## src/rtl/router_in_port.sv

```systemverilog
`timescale 1ns/1ps
// router_in_port
// Router-side receive port for one node link. Reassembles the 4-byte serial
// packet stream from a node into 32-bit packets, buffers up to DEPTH of them
// and presents the head packet with a one-hot output-port request.
//
// Parameters:
//   ROUTERID        2-bit id of this router, matched against dest[3:2]
//   DEPTH           packet buffer entries (power of 2, >= 2)
// Ports:
//   clock           rising-edge clock
//   reset_n         asynchronous active-low reset
//   put_inbound     node presents a payload byte this cycle
//   payload_inbound byte from the node
//   free_inbound    registered; a whole packet can be accepted
//   pkt_valid       head packet available
//   pkt_head        head packet {src, dest, data[23:0]}
//   out_port_req    one-hot route of the head packet, zero when empty
//   grant           crossbar takes the head packet at this edge
//   occupancy       packets currently buffered
//   drop_cnt        saturating count of aborted / unsolicited packets
module router_in_port #(
   parameter logic [1:0]  ROUTERID = 2'd0,
   parameter int unsigned DEPTH    = 4
) (
   input  logic                     clock,
   input  logic                     reset_n,
   input  logic                     put_inbound,
   input  logic [7:0]               payload_inbound,
   output logic                     free_inbound,
   output logic                     pkt_valid,
   output logic [31:0]              pkt_head,
   output logic [4:0]               out_port_req,
   input  logic                     grant,
   output logic [$clog2(DEPTH):0]   occupancy,
   output logic [7:0]               drop_cnt
);

   localparam int unsigned AW = $clog2(DEPTH);
   localparam logic [AW:0] DEPTH_L = (AW+1)'(DEPTH);

   localparam logic [1:0] S_IDLE = 2'd0;
   localparam logic [1:0] S_B1   = 2'd1;
   localparam logic [1:0] S_B2   = 2'd2;
   localparam logic [1:0] S_B3   = 2'd3;

   logic [1:0]    state, next_state;
   logic [7:0]    hdr, b1, b2;
   logic [31:0]   q [DEPTH];
   logic [AW-1:0] wr_ptr, rd_ptr;
   logic [AW:0]   occ_next;
   logic          wr_en, pop, drop_ev, accept_hdr;
   logic [3:0]    dest;

   assign accept_hdr = (state == S_IDLE) && put_inbound && free_inbound;
   assign wr_en      = (state == S_B3) && put_inbound;
   assign pop        = grant && pkt_valid;
   // A gap inside a packet aborts it; a byte offered while not free is refused.
   assign drop_ev    = ((state != S_IDLE) && !put_inbound) ||
                       ((state == S_IDLE) && put_inbound && !free_inbound);

   always_comb begin
      next_state = S_IDLE;
      case (state)
         S_IDLE: next_state = accept_hdr  ? S_B1 : S_IDLE;
         S_B1:   next_state = put_inbound ? S_B2 : S_IDLE;
         S_B2:   next_state = put_inbound ? S_B3 : S_IDLE;
         default: next_state = S_IDLE;
      endcase
   end

   always_comb begin
      occ_next = occupancy;
      if (wr_en && !pop)
         occ_next = occupancy + 1'b1;
      else if (pop && !wr_en)
         occ_next = occupancy - 1'b1;
   end

   always_ff @(posedge clock or negedge reset_n) begin
      if (!reset_n) begin
         state        <= S_IDLE;
         hdr          <= '0;
         b1           <= '0;
         b2           <= '0;
         wr_ptr       <= '0;
         rd_ptr       <= '0;
         occupancy    <= '0;
         drop_cnt     <= '0;
         free_inbound <= 1'b0;
         for (int unsigned i = 0; i < DEPTH; i++)
            q[i] <= '0;
      end else begin
         state     <= next_state;
         occupancy <= occ_next;
         // Free only when the next packet is guaranteed a slot, so the
         // B3 write can never meet a full buffer.
         free_inbound <= (next_state == S_IDLE) && (occ_next < DEPTH_L);
         if (accept_hdr)
            hdr <= payload_inbound;
         if (state == S_B1 && put_inbound)
            b1 <= payload_inbound;
         if (state == S_B2 && put_inbound)
            b2 <= payload_inbound;
         if (wr_en) begin
            q[wr_ptr] <= {hdr, b1, b2, payload_inbound};
            wr_ptr    <= wr_ptr + 1'b1;
         end
         if (pop)
            rd_ptr <= rd_ptr + 1'b1;
         if (drop_ev && drop_cnt != 8'hFF)
            drop_cnt <= drop_cnt + 8'd1;
      end
   end

   assign pkt_valid = (occupancy != '0);
   assign pkt_head  = q[rd_ptr];
   assign dest      = pkt_head[27:24];

   always_comb begin
      out_port_req = '0;
      if (pkt_valid) begin
         if (dest[3:2] == ROUTERID)
            out_port_req = 5'b00001 << dest[1:0];
         else
            out_port_req = 5'b10000;
      end
   end

endmodule

```

## config.mk

```make
export PLATFORM = sky130hd
export DESIGN_NAME = router_in_port
export DESIGN_NICKNAME = d
export VERILOG_FILES = /design/src/rtl/router_in_port.sv
export SDC_FILE = /design/constraint.sdc
export NUM_CORES = 1
export LEC_CHECK = 0
export ABC_AREA = 0
export BUFFER_PORTS_ARGS = -buffer_cell sky130_fd_sc_hd__buf_4
export CAP_MARGIN = 40
export CORE_ASPECT_RATIO = 0.75
export CORE_MARGIN = 5
export CORE_UTILIZATION = 40
export DETAILED_ROUTE_END_ITERATION = 12
export GPL_TIMING_DRIVEN = 0
export SLEW_MARGIN = 30
export SYNTH_ARGS = -nofsm -noshare
export SYNTH_HDL_FRONTEND = slang
export SYNTH_SLANG_ARGS = --single-unit
```

## constraint.sdc

```tcl
create_clock -name clock -period 1.8 [get_ports clock]
set_input_delay 0.36 -clock clock [delete_from_list [all_inputs] [get_ports clock]]
set_output_delay 0.36 -clock clock [all_outputs]
set_load 0.01 [all_outputs]
```

Word-level counts from Yosys, hierarchy flattened. Cells that the tools add are included.

Flip-flop bits (word level): 170. Word-level logic and storage cells: 66.

Add/subtract/negate cells: 5. $lt $le $gt $ge: 4. Equality and inequality tests: 4. Shifts and indexed selects: 1. Muxes and demuxes: 14. Bitwise gates (word level): 2. Reductions and logical operators: 23.

Operators by type and width (count): $bwmux 128 (1); $mux 32 (3); $bmux 32 s2 (1); $demux 32 s2 (1); $logic_and 1x1->1 (13); $mux 5 (2); $add 8x1->8 const B (1); $ne 8x8->1 const B (1); $ge 3x3->1 const B (2); $logic_not 2->1 (3); $mux 3 (2); $not 2->3 (2); $pmux 2 s3 (1); $shl 1x2->5 const A (1); $add 2x1->2 const B (2); $eq 2x2->1 const B (2); $logic_not 1->1 (4); $mux 2 (2); $add 3x1->3 const B (1); $lt 3x1->1 const B (1); $lt 3x3->1 const B (1); $reduce_bool 3->1 (1); $sub 3x1->3 const B (1); $eq 2x1->1 const B (1); other kinds (3) (3).

Logic depth before layout (Yosys ltp). Gate-level depths: netlist of run 1.

Depth after elaboration: 8. Mapped depth: 11. Gate-level depth less buffers: 11.

Worst setup path after synthesis of run 1. OpenSTA, ideal clock, no wires.

Kind: reg-to-output. Start: register rd_ptr[0]. End: output port out_port_req[1]. Data arrival time: 1.593 ns. Required time: 1.440 ns. Path slack: -0.153 ns. Cell stages (with the launch flop): 5. Buffers on the path: 1. Cell sequence: dfrtp_1 buf_6 mux4_2 or3_4 nor2_1.

Cells in the longest elaborated chain, start to end: 7.

Ends and longest elaborated chain: from (decl) (RTL line 50) `logic [AW-1:0] wr_ptr, rd_ptr;`; from (signal assigned) (RTL line 110) `rd_ptr <= rd_ptr + 1'b1;`; $not 2->3 (implied by the code) (RTL line 117) `assign pkt_head = q[rd_ptr];`; $bmux 32 s2 (RTL line 117); $mux 32 (implied by the code) (2 in series) (RTL line 117); named net pkt_head[25] (RTL line 32) `output logic [31:0] pkt_head,`; $shl 1x2->5 (RTL line 124) `out_port_req = 5'b00001 << dest[1:0];`; $mux 5 (RTL line 123) `if (dest[3:2] == ROUTERID)`; $mux 5 (RTL line 122) `if (pkt_valid) begin`; to (decl) (RTL line 33) `output logic [4:0] out_port_req,`.

The timed path passes the listed nets, and every way through them passes these cells. The select of a mux whose other input is x is not followed.

Final worst setup path of run 1.
Start: register rd_ptr[0]. End: output port out_port_req[0].

Cells in the longest elaborated chain, start to end: 7.

Ends and longest elaborated chain (RTL line): $not 2->3 (implied by the code) (*) (117); $bmux 32 s2 (*) (117); $mux 32 (implied by the code) (*) (2 in series) (117); $shl 1x2->5 / $logic_not 2->1 (equally long branches) (124, 123); $mux 5 (*) (123); $mux 5 (*) (122).

Mark *: on every way between the ends. The rest lies on a longest branch, timed or not. The select of a mux whose other input is x is not followed.

==> flow_summary.ini, run 1 <==
[floorplan]
io_pins = 62
core_area_um2 = 18300
initial_core_util_pct = 40.3
die_w_um = 167
die_h_um = 128
std_cell_rows = 43
dieArea_um2 = 21300

[place]
numPortBuffers = 60
dp_hpwl_um = 11100
place_congestion = 0.765

[cells_and_area]
fillCellCount = 1535
area_growth_pct = 27.0
nets = 595
insertedDiodeCount = 0
drive_gt1_share_pct = 62.2
utilization_pct = 51.1

[grt]
grt_max_degree = 74
overflow = 0
grt_pass1_vias = 4627
grt.total_usage_pct = 16.0
antenna_found_initial = 0
grt_pass1_wl_um = 26200

[synth]
synth-edff-count = 0
syn_area_per_cell_um2 = 15.9
syn_nets = 487
syn_area_um2 = 7390
synth_common_cells = dfrtp_1, mux2_2, mux4_2
yosys-top-cells-area = dfrtp_1, mux2_2, mux4_2
ys.flop_type = dfrtp_1
synth_most_common_cell = dfrtp_1
ys_warn_count = 0
ys_types = 31
ys_async_sr_fraction_pct = 100
ys_seq_area_share_pct = 57.6
ys_ff_latch = 170
synth_top_area_share_pct = 57.6
synthCells = 465
synth_top_area_cell = dfrtp_1

[sta]
clock_skew_ps = 7.94
worstMarginPinSlew_ps = 576
period_needed_ps = 2510
report.final.slew_viol_count = 0
finalHoldViolCount = 0
fmax_mhz = 398
rsz0062_at_grt = yes
fin_ws_ps = -712
finalCritPeriodShare_pct = 140
setup_viol = 40
relSlewSlack_pct = 61.5

[worst_hold_path]
hold_depth = 2
hold_class = in2reg
hold_start = payload_inbound[0]
worstHoldEndpoint = hdr[0]$_DFFE_PN0N_

[power_and_ir_drop]
power_density_nw_per_um2 = 1600
leakagePower_uw = 0.00455
ir_drop_v = 0.000753
total_power_uw = 15000

[clocking]
cts_tree = done
clock_latency_ps = 430
cts_buffers = 17
cts_root_buf = clkbuf_16
cts.path.max_buffers = 2
clock_sinks = 170
cts-htree-levels = 4
clkTransAtPathRegs_ps = 60

[setup_path]
worstSetupStartpointType = flop
end_kind = output port
cp_data_arrival_time_ps = 2150
worstRegToRegCells = 13
reg2reg_slack_ps = -30
cp.required_ps = 1440
cp_max_fo = 7
timing_worst_setup_path_type = reg2out
reg2reg_to = occupancy[2]$_DFF_PN0_
reg2reg_from = occupancy[0]$_DFFE_PN0P_

[detailed_routing]
num_vias = 4264
viasPerCell = 5.13
drt_iter0_drc = 180
routed_wl_um = 16300
first_pass_iters = 4
drtAntennaViolNets = 0
wl_per_cell_um = 19.6
drc = 0

[run]
drv_cap = 0

[outcome]
violations = negative setup slack
status = finished, violations left
[per-stage QoR]
step | setup WS, ps | area, um2 | std cells | TNS, ps | hold slack (ps)
after global routing | -783 | 9380 | 832 | -23920 | 248
after global placement | -531 | 8170 | 772 | -100340 | 482
after CTS | -749 | 9050 | 820 | -23660 | 238
after floorplan | -136 | 7410 | 465 | -267 | 64.4
final | -712 | 9380 | 832 | -20020 | 248
after detailed placement | -551 | 8230 | 774 | -13420 | 292
[registers in the layout (all words and copies together) (netlist names)]
signal	count
q	128
b1	8
b2	8
drop_cnt	8
hdr	8
occupancy	3
rd_ptr	2
state	2
wr_ptr	2
free_inbound	1
[worst max-delay path, cell delays in order, from the launching register on]
cell and delay (ps):
dfrtp_1 370, buf_8 140, mux4_2 530, or3_4 440, nor3_4 130, buf_6 120
[area by class of cell]
type                    instances  area [um2]  area share (%)
multi-input cells             263        3150            33.6
clock buffers                  17         425            4.53
well taps                     247         309            3.29
flip-flops and latches        170        4260            45.4
clock inverters                14         149            1.59
inverters                       8        32.5           0.347
plain buffers                  23         228            2.43
repair buffers                 90         831            8.85
[worst max path at each step]
stage | slack [ps] | from | cells past startpoint | endpoint
final | -710 | rd_ptr[0]$_DFFE_PN0P_ | 5 | out_port_req[0]
after global routing | -780 | rd_ptr[0]$_DFFE_PN0P_ | 5 | out_port_req[1]
after CTS | -750 | rd_ptr[0]$_DFFE_PN0P_ | 5 | out_port_req[0]
after detailed placement | -550 | rd_ptr[1]$_DFFE_PN0P_ | 5 | pkt_head[3]
after global placement | -530 | reset_n | 1 | q[5]$_DFFE_PN0P_
after floorplan | -140 | rd_ptr[0]$_DFFE_PN0P_ | 4 | out_port_req[1]
[power by group]
| group | leakage (uW) | switching (uW) | total (uW) | internal (uW) |
|---|---|---|---|---|
| Combinational | 0.00203 | 2210 | 5410 | 3200 |
| Clock | 0.000260 | 1570 | 3610 | 2040 |
| Sequential | 0.00226 | 917 | 6020 | 5100 |
| Total | 0.00455 | 4700 | 15000 | 10300 |
[repair_timing]
item,in CTS,in global routing
setup endpoints to repair,88,128
hold buffers,1,0
cloned,0,1
pin swaps,4,6
buffers inserted,15,11
gates resized for setup,38,54
endpoints found under the hold margin,46,0
[metal layers]
layer / track usage (%) / wire length, um / up-vias
li1: - / - / 1908
met5: 0 / 0 / -
met4: 5.53 / 319 / 0
met3: 4.10 / 534 / 18
met1: 21.8 / 7730 / 2269
met2: 25.2 / 7740 / 69
[cell families after synthesis]
kind of cell | count (synthesis) | share of synthesized area, %
multiplexers | 187 | 33.4
flip-flops | 170 | 57.6
AND/OR/NAND/NOR | 49 | 3.34
buffers and inverters | 32 | 2.08
XOR/XNOR | 10 | 1.19
adder cells (fa/ha/maj) | 10 | 1.69
AO/OA/AOI/OAI | 7 | 0.728
[placed cells by master (no fill, tap or decap), drive strengths merged, types with 2 or more instances in the layout]
master | synthesis | layout
mux4 | 32 | 32
bufinv | 0 | 2
mux2 | 155 | 155
nor2 | 12 | 12
xnor2 | 4 | 4
clkbuf | 2 | 19
inv | 8 | 10
buf | 22 | 110
ha | 10 | 10
xor2 | 6 | 6
dfrtp | 170 | 170
clkinvlp | 0 | 7
nand3 | 5 | 5
nand2 | 16 | 16
nor3 | 4 | 4
nor3b | 2 | 2
clkinv | 0 | 3
o21ai | 3 | 3
nand3b | 2 | 2
Power figures use the tool's default switching activity.
==> run 2: changes to the inputs <==
--- a/config.mk
+++ b/config.mk
@@ -8,11 +8,14 @@
 export ABC_AREA = 0
 export BUFFER_PORTS_ARGS = -buffer_cell sky130_fd_sc_hd__buf_4
 export CAP_MARGIN = 40
+export CELL_PAD_IN_SITES_DETAIL_PLACEMENT = 1
+export CELL_PAD_IN_SITES_GLOBAL_PLACEMENT = 2
 export CORE_ASPECT_RATIO = 0.75
 export CORE_MARGIN = 5
-export CORE_UTILIZATION = 40
+export CORE_UTILIZATION = 39
 export DETAILED_ROUTE_END_ITERATION = 12
 export GPL_TIMING_DRIVEN = 0
+export PLACE_DENSITY_LB_ADDON = 0.1
 export SLEW_MARGIN = 30
 export SYNTH_ARGS = -nofsm -noshare
 export SYNTH_HDL_FRONTEND = slang
==> run 2 against run 1 <==
Critical path depth is 3 higher; critical path type unchanged; clock power increased by 1%; via count shrank 0.35%; die area increased by 2.4%; first-iteration DRC count decreased by 24%; register-to-register slack improved by 50 ps; largest power group unchanged; the flow still finishes with violations (negative setup slack).
==> flow_summary.ini, run 2 (synthesis results as in run 1) <==
[outcome]
status = finished, violations left
violations = negative setup slack

[setup_path]
reg2reg_from = occupancy[0]$_DFFE_PN0P_
worstSetupStartpointType = flop
cp_max_fo = 6
worstRegToRegCells = 12
timing_worst_setup_path_type = reg2out
reg2reg_slack_ps = 20
crit_end = pkt_head[8]
end_kind = output port
cp.required_ps = 1440
reg2reg_to = free_inbound$_DFF_PN0_
critPathLaunch = rd_ptr[0]$_DFFE_PN0P_
cp_data_arrival_time_ps = 2170

[detailed_routing]
routed_wl_um = 17100
drc = 0
wl_per_cell_um = 20.6
num_vias = 4249
viasPerCell = 5.13
drtAntennaViolNets = 0
drt_iter0_drc = 137
first_pass_iters = 4

[sta]
finalHoldViolCount = 0
report.final.slew_viol_count = 0
clock_skew_ps = 6.84
fmax_mhz = 396
rsz0062_at_grt = yes
worstMarginPinSlew_ps = 593
finalCritPeriodShare_pct = 140
setup_viol = 38
fin_ws_ps = -725
relSlewSlack_pct = 60.3
period_needed_ps = 2530
fin_tns_setup_ps = -22610

[grt]
grt.total_usage_pct = 16.8
overflow = 0
grt_pass1_wl_um = 27600
grt_max_degree = 89
grt_pass1_vias = 4799
antenna_found_initial = 0

[cells_and_area]
final_cell_mix = dfrtp_1, mux2_2, buf_4
insertedDiodeCount = 0
utilization_pct = 50.7
regMostFlops = q
area_growth_pct = 27.5
largest_reg_flops = 128
stdcell_count = 829
layout.cells.most_common = dfrtp_1
fillCellCount = 1796
nets = 592
drive_gt1_share_pct = 61.3

[floorplan]
die_h_um = 129
initial_core_util_pct = 39.8
std_cell_rows = 43
core_area_um2 = 18600
dieArea_um2 = 21800
die_w_um = 169
io_pins = 62

[place]
numPortBuffers = 60
dp_hpwl_um = 11100
place_congestion = 0.703
placed_cells = 775

[clocking]
clock_sinks = 170
cts_root_buf = clkbuf_16
clock_latency_ps = 430
clkTransAtPathRegs_ps = 60
cts-htree-levels = 4
cts_buffers = 17
cts.path.max_buffers = 2
cts_tree = done

[worst_hold_path]
hold_class = in2reg

[power_and_ir_drop]
power_density_nw_per_um2 = 1630
leakagePower_uw = 0.00455
ir_drop_v = 0.000799

[run]
drv_cap = 0
run 2: cell count changes in the layout (fill, tap and decap cells not counted), moves of 2 or more:
cell,change
buf_4,-9
clkinvlp_4,-5
buf_12,+3
clkbuf_8,+3
buf_16,+2
buf_6,+2
dfrtp_1,+2
dfrtp_2,-2
nand2_1,+2
nand2_4,-2
nand3_1,-2
nand3_2,+2
nor2_2,+2
run 2: timing repair:
item,in CTS,in global routing
hold buffers,1,0
endpoints found under the hold margin,88,0
resized for setup,70,25
buffers inserted,12,10
gates cloned,2,0
pin swaps,2,3
endpoints found under the setup margin,124,132
run 2: per-layer routing:
layer	GRT usage [%]	share of wire (%)	up-vias
met5	0	0	-
met1	22.8	47	2268
met3	4.00	3.0	15
met2	27.2	49	57
li1	-	-	1909
met4	4.58	0.84	0
run 2: worst min path at each step:
| stage | startpoint | to | cells past startpoint |
|---|---|---|---|
| after global routing | payload_inbound[0] | q[96]$_DFFE_PN0P_ | 2 |
| after CTS | grant | rd_ptr[0]$_DFFE_PN0P_ | 3 |
| after detailed placement | reset_n | q[12]$_DFFE_PN0P_ | 1 |
| after global placement | q[46]$_DFFE_PN0P_ | q[46]$_DFFE_PN0P_ | 1 |
| final | payload_inbound[0] | hdr[0]$_DFFE_PN0N_ | 2 |
| after floorplan | reset_n | b1[0]$_DFFE_PN0P_ | 0 |
run 2: cell type report:
| type | count | area, um2 | share of cell area (%) |
|---|---|---|---|
| Inverter | 8 | 32.5 | 0.346 |
| Timing Repair Buffer | 87 | 900 | 9.55 |
| Sequential cell | 170 | 4260 | 45.2 |
| Clock buffer | 21 | 470 | 5.00 |
| Buffer | 23 | 214 | 2.27 |
| Multi-Input combinational cell | 263 | 3120 | 33.1 |
| Clock inverter | 10 | 116 | 1.24 |
| Tap cell | 247 | 309 | 3.28 |
run 2: where the power goes:
group          switching [uW]  leakage, uW  total (uW)  internal (uW)
clock                    1510     0.000285        3650           2150
combinational            2250      0.00200        5640           3390
sequential                934      0.00227        6030           5100
total                    4690      0.00455       15300          10600
run 2: critical path, cell delays in order, from the launching register on:
cell     delay, ps
dfrtp_1        370
buf_6          130
buf_4          130
buf_6          110
buf_12         120
buf_8          120
buf_12         130
mux4_2         470
buf_6          150
run 2: through the flow:
stage | total power (uW) | hold WS (ps) | setup WS [ps] | instance area [um2]
after floorplan | 8810 | 64.4 | -136 | 7410
after CTS | 15300 | 217 | -688 | 9240
after global placement | 10400 | 482 | -589 | 8170
final | 15300 | 243 | -725 | 9420
after detailed placement | 10700 | 137 | -461 | 8240
after global routing | 16300 | 235 | -784 | 9420
==> run 3: changes to the inputs <==
--- a/config.mk
+++ b/config.mk
@@ -16,6 +16,7 @@
 export DETAILED_ROUTE_END_ITERATION = 12
 export GPL_TIMING_DRIVEN = 0
 export PLACE_DENSITY_LB_ADDON = 0.1
+export SETUP_SLACK_MARGIN = 0.3
 export SLEW_MARGIN = 30
 export SYNTH_ARGS = -nofsm -noshare
 export SYNTH_HDL_FRONTEND = slang
==> run 3 against run 2 <==
The flow still finishes with violations (negative setup slack); hold slack better by 8.5 ps; critical path depth down 3; non-clock buffer count up 50; largest cell class unchanged; largest power group is now combinational cells.
==> flow_summary.ini, run 3 (synthesis results as in run 1) <==
[outcome]
status = finished, violations left
violations = negative setup slack

[grt]
grt_pass1_wl_um = 29800
grt_pass1_vias = 5104
antenna_found_initial = 0
grt_max_degree = 76
grt.total_usage_pct = 18.1
overflow = 0

[sta]
rsz0062_at_grt = yes
fmax_mhz = 406
clock_skew_ps = 7.35
finalCritPeriodShare_pct = 137
finalHoldViolCount = 0
whs_ps = 251
worstMarginPinSlew_ps = 444
period_needed_ps = 2470
fin_ws_ps = -665
relSlewSlack_pct = 70.4
setup_viol = 38
report.final.slew_viol_count = 0

[setup_path]
timing_worst_setup_path_type = reg2out
cp.required_ps = 1440
cp_data_arrival_time_ps = 2110
cp_max_fo = 7
worstSetupStartpointType = flop
end_kind = output port

[detailed_routing]
wl_per_cell_um = 24.3
drtAntennaViolNets = 0
num_vias = 4547
viasPerCell = 5.17
drc = 0
first_pass_iters = 4
drt_iter0_drc = 171
routed_wl_um = 21400

[power_and_ir_drop]
ir_drop_v = 0.000666
total_power_uw = 17000
leakagePower_uw = 0.00555
power_density_nw_per_um2 = 1540

[clocking]
clock_latency_ps = 430
clock_sinks = 170
clkTransAtPathRegs_ps = 70
cts.path.max_buffers = 2
cts-htree-levels = 4
cts_buffers = 17
cts_root_buf = clkbuf_16
cts_tree = done

[place]
numPortBuffers = 60
dp_hpwl_um = 11100
dp_slack_ps = -496
place_congestion = 0.708

[cells_and_area]
fillCellCount = 1655
area_growth_pct = 49.3
layout.cells.most_common = dfrtp_1
nets = 642
largest_reg_flops = 128
regMostFlops = q
insertedDiodeCount = 0
drive_gt1_share_pct = 66.8
final_cell_mix = dfrtp_1, mux2_4, buf_4

[floorplan]
core_area_um2 = 18600
io_pins = 62
die_w_um = 169
initial_core_util_pct = 39.8
std_cell_rows = 43
die_h_um = 129
dieArea_um2 = 21800

[worst_hold_path]
hold_class = in2reg

[run]
drv_cap = 0
-- run 3: cell count changes in the layout (fill, tap and decap cells not counted), moves of 5 or more --
cell / before / now
buf_6: 36 / 53
mux2_2: 155 / 19
buf_8: 3 / 8
mux2_4: 0 / 136
buf_12: 5 / 20
ha_1: 7 / 2
clkbuf_16: 17 / 25
ha_4: 3 / 8
-- run 3: repair_timing --
| item | 4_1_cts | 5_1_grt |
|---|---|---|
| cloned | 6 | 8 |
| setup buffers | 41 | 18 |
| gates resized for setup | 139 | 184 |
| setup endpoints to repair | 201 | 243 |
| hold buffers | 1 | 0 |
| pin swaps | 17 | 14 |
| hold endpoints to repair | 38 | 0 |
-- run 3: area by class of cell --
type                       count  area, um2  share of cell area [%]
inverter                       8       47.5                   0.431
multi-input combinational    263       3820                    34.7
timing repair buffer         136       1620                    14.7
sequential                   170       4260                    38.6
clock inverter                13        141                    1.28
tap                          247        309                    2.80
clock buffer                  18        439                    3.98
buffer                        24        389                    3.53
-- run 3: metal layers --
layer  vias up  part of all wire [%]  global-route usage (%)  routed length (um)
met5         -                     0                       0                   0
met4         0                   1.1                    4.15                 242
met3        20                   2.8                    3.87                 609
met2        65                    50                    30.5               10600
met1      2465                    46                    24.4                9910
li1       1997                     -                       -                   -
-- run 3: worst paths after layout --
kind / start / end / slack [ps] / cells after the start
max in group asynchronous: reset_n / q[0]$_DFFE_PN0P_ / 510 / 4
setup / recovery: rd_ptr[0]$_DFFE_PN0P_ / out_port_req[0] / -670 / 5
hold / removal: payload_inbound[0] / b1[0]$_DFFE_PN0P_ / 250 / 2
setup reg to reg: occupancy[0]$_DFFE_PN0P_ / free_inbound$_DFF_PN0_ / 110 / 11
min in group asynchronous: reset_n / q[44]$_DFFE_PN0P_ / 390 / 2
hold reg to reg: q[10]$_DFFE_PN0P_ / q[10]$_DFFE_PN0P_ / 510 / 1
-- run 3: worst max-delay path, stage by stage, from the launching register on --
cell and delay [ps]:
dfrtp_1 340, buf_6 140, mux4_2 530, or3_4 420, nor3_4 130, buf_6 120
-- run 3: through the flow --
| step | instance area [um2] | std cells | utilization (%) | setup TNS, ps |
|---|---|---|---|---|
| final | 11000 | 879 | 59.4 | -20070 |
| after global routing | 11000 | 879 | 59.4 | -23020 |
| after CTS | 9950 | 853 | 53.6 | -19010 |
| after detailed placement | 8320 | 774 | 44.8 | -22300 |
| after global placement | 8260 | 772 | 44.5 | -118620 |
| after floorplan | 7500 | 465 | - | -267 |
-- run 3: report_power, final --
part	leakage, uW	switching, uW	internal (uW)
registers	0.00227	1100	5100
logic	0.00299	2700	4390
clock network	0.000291	1570	2090
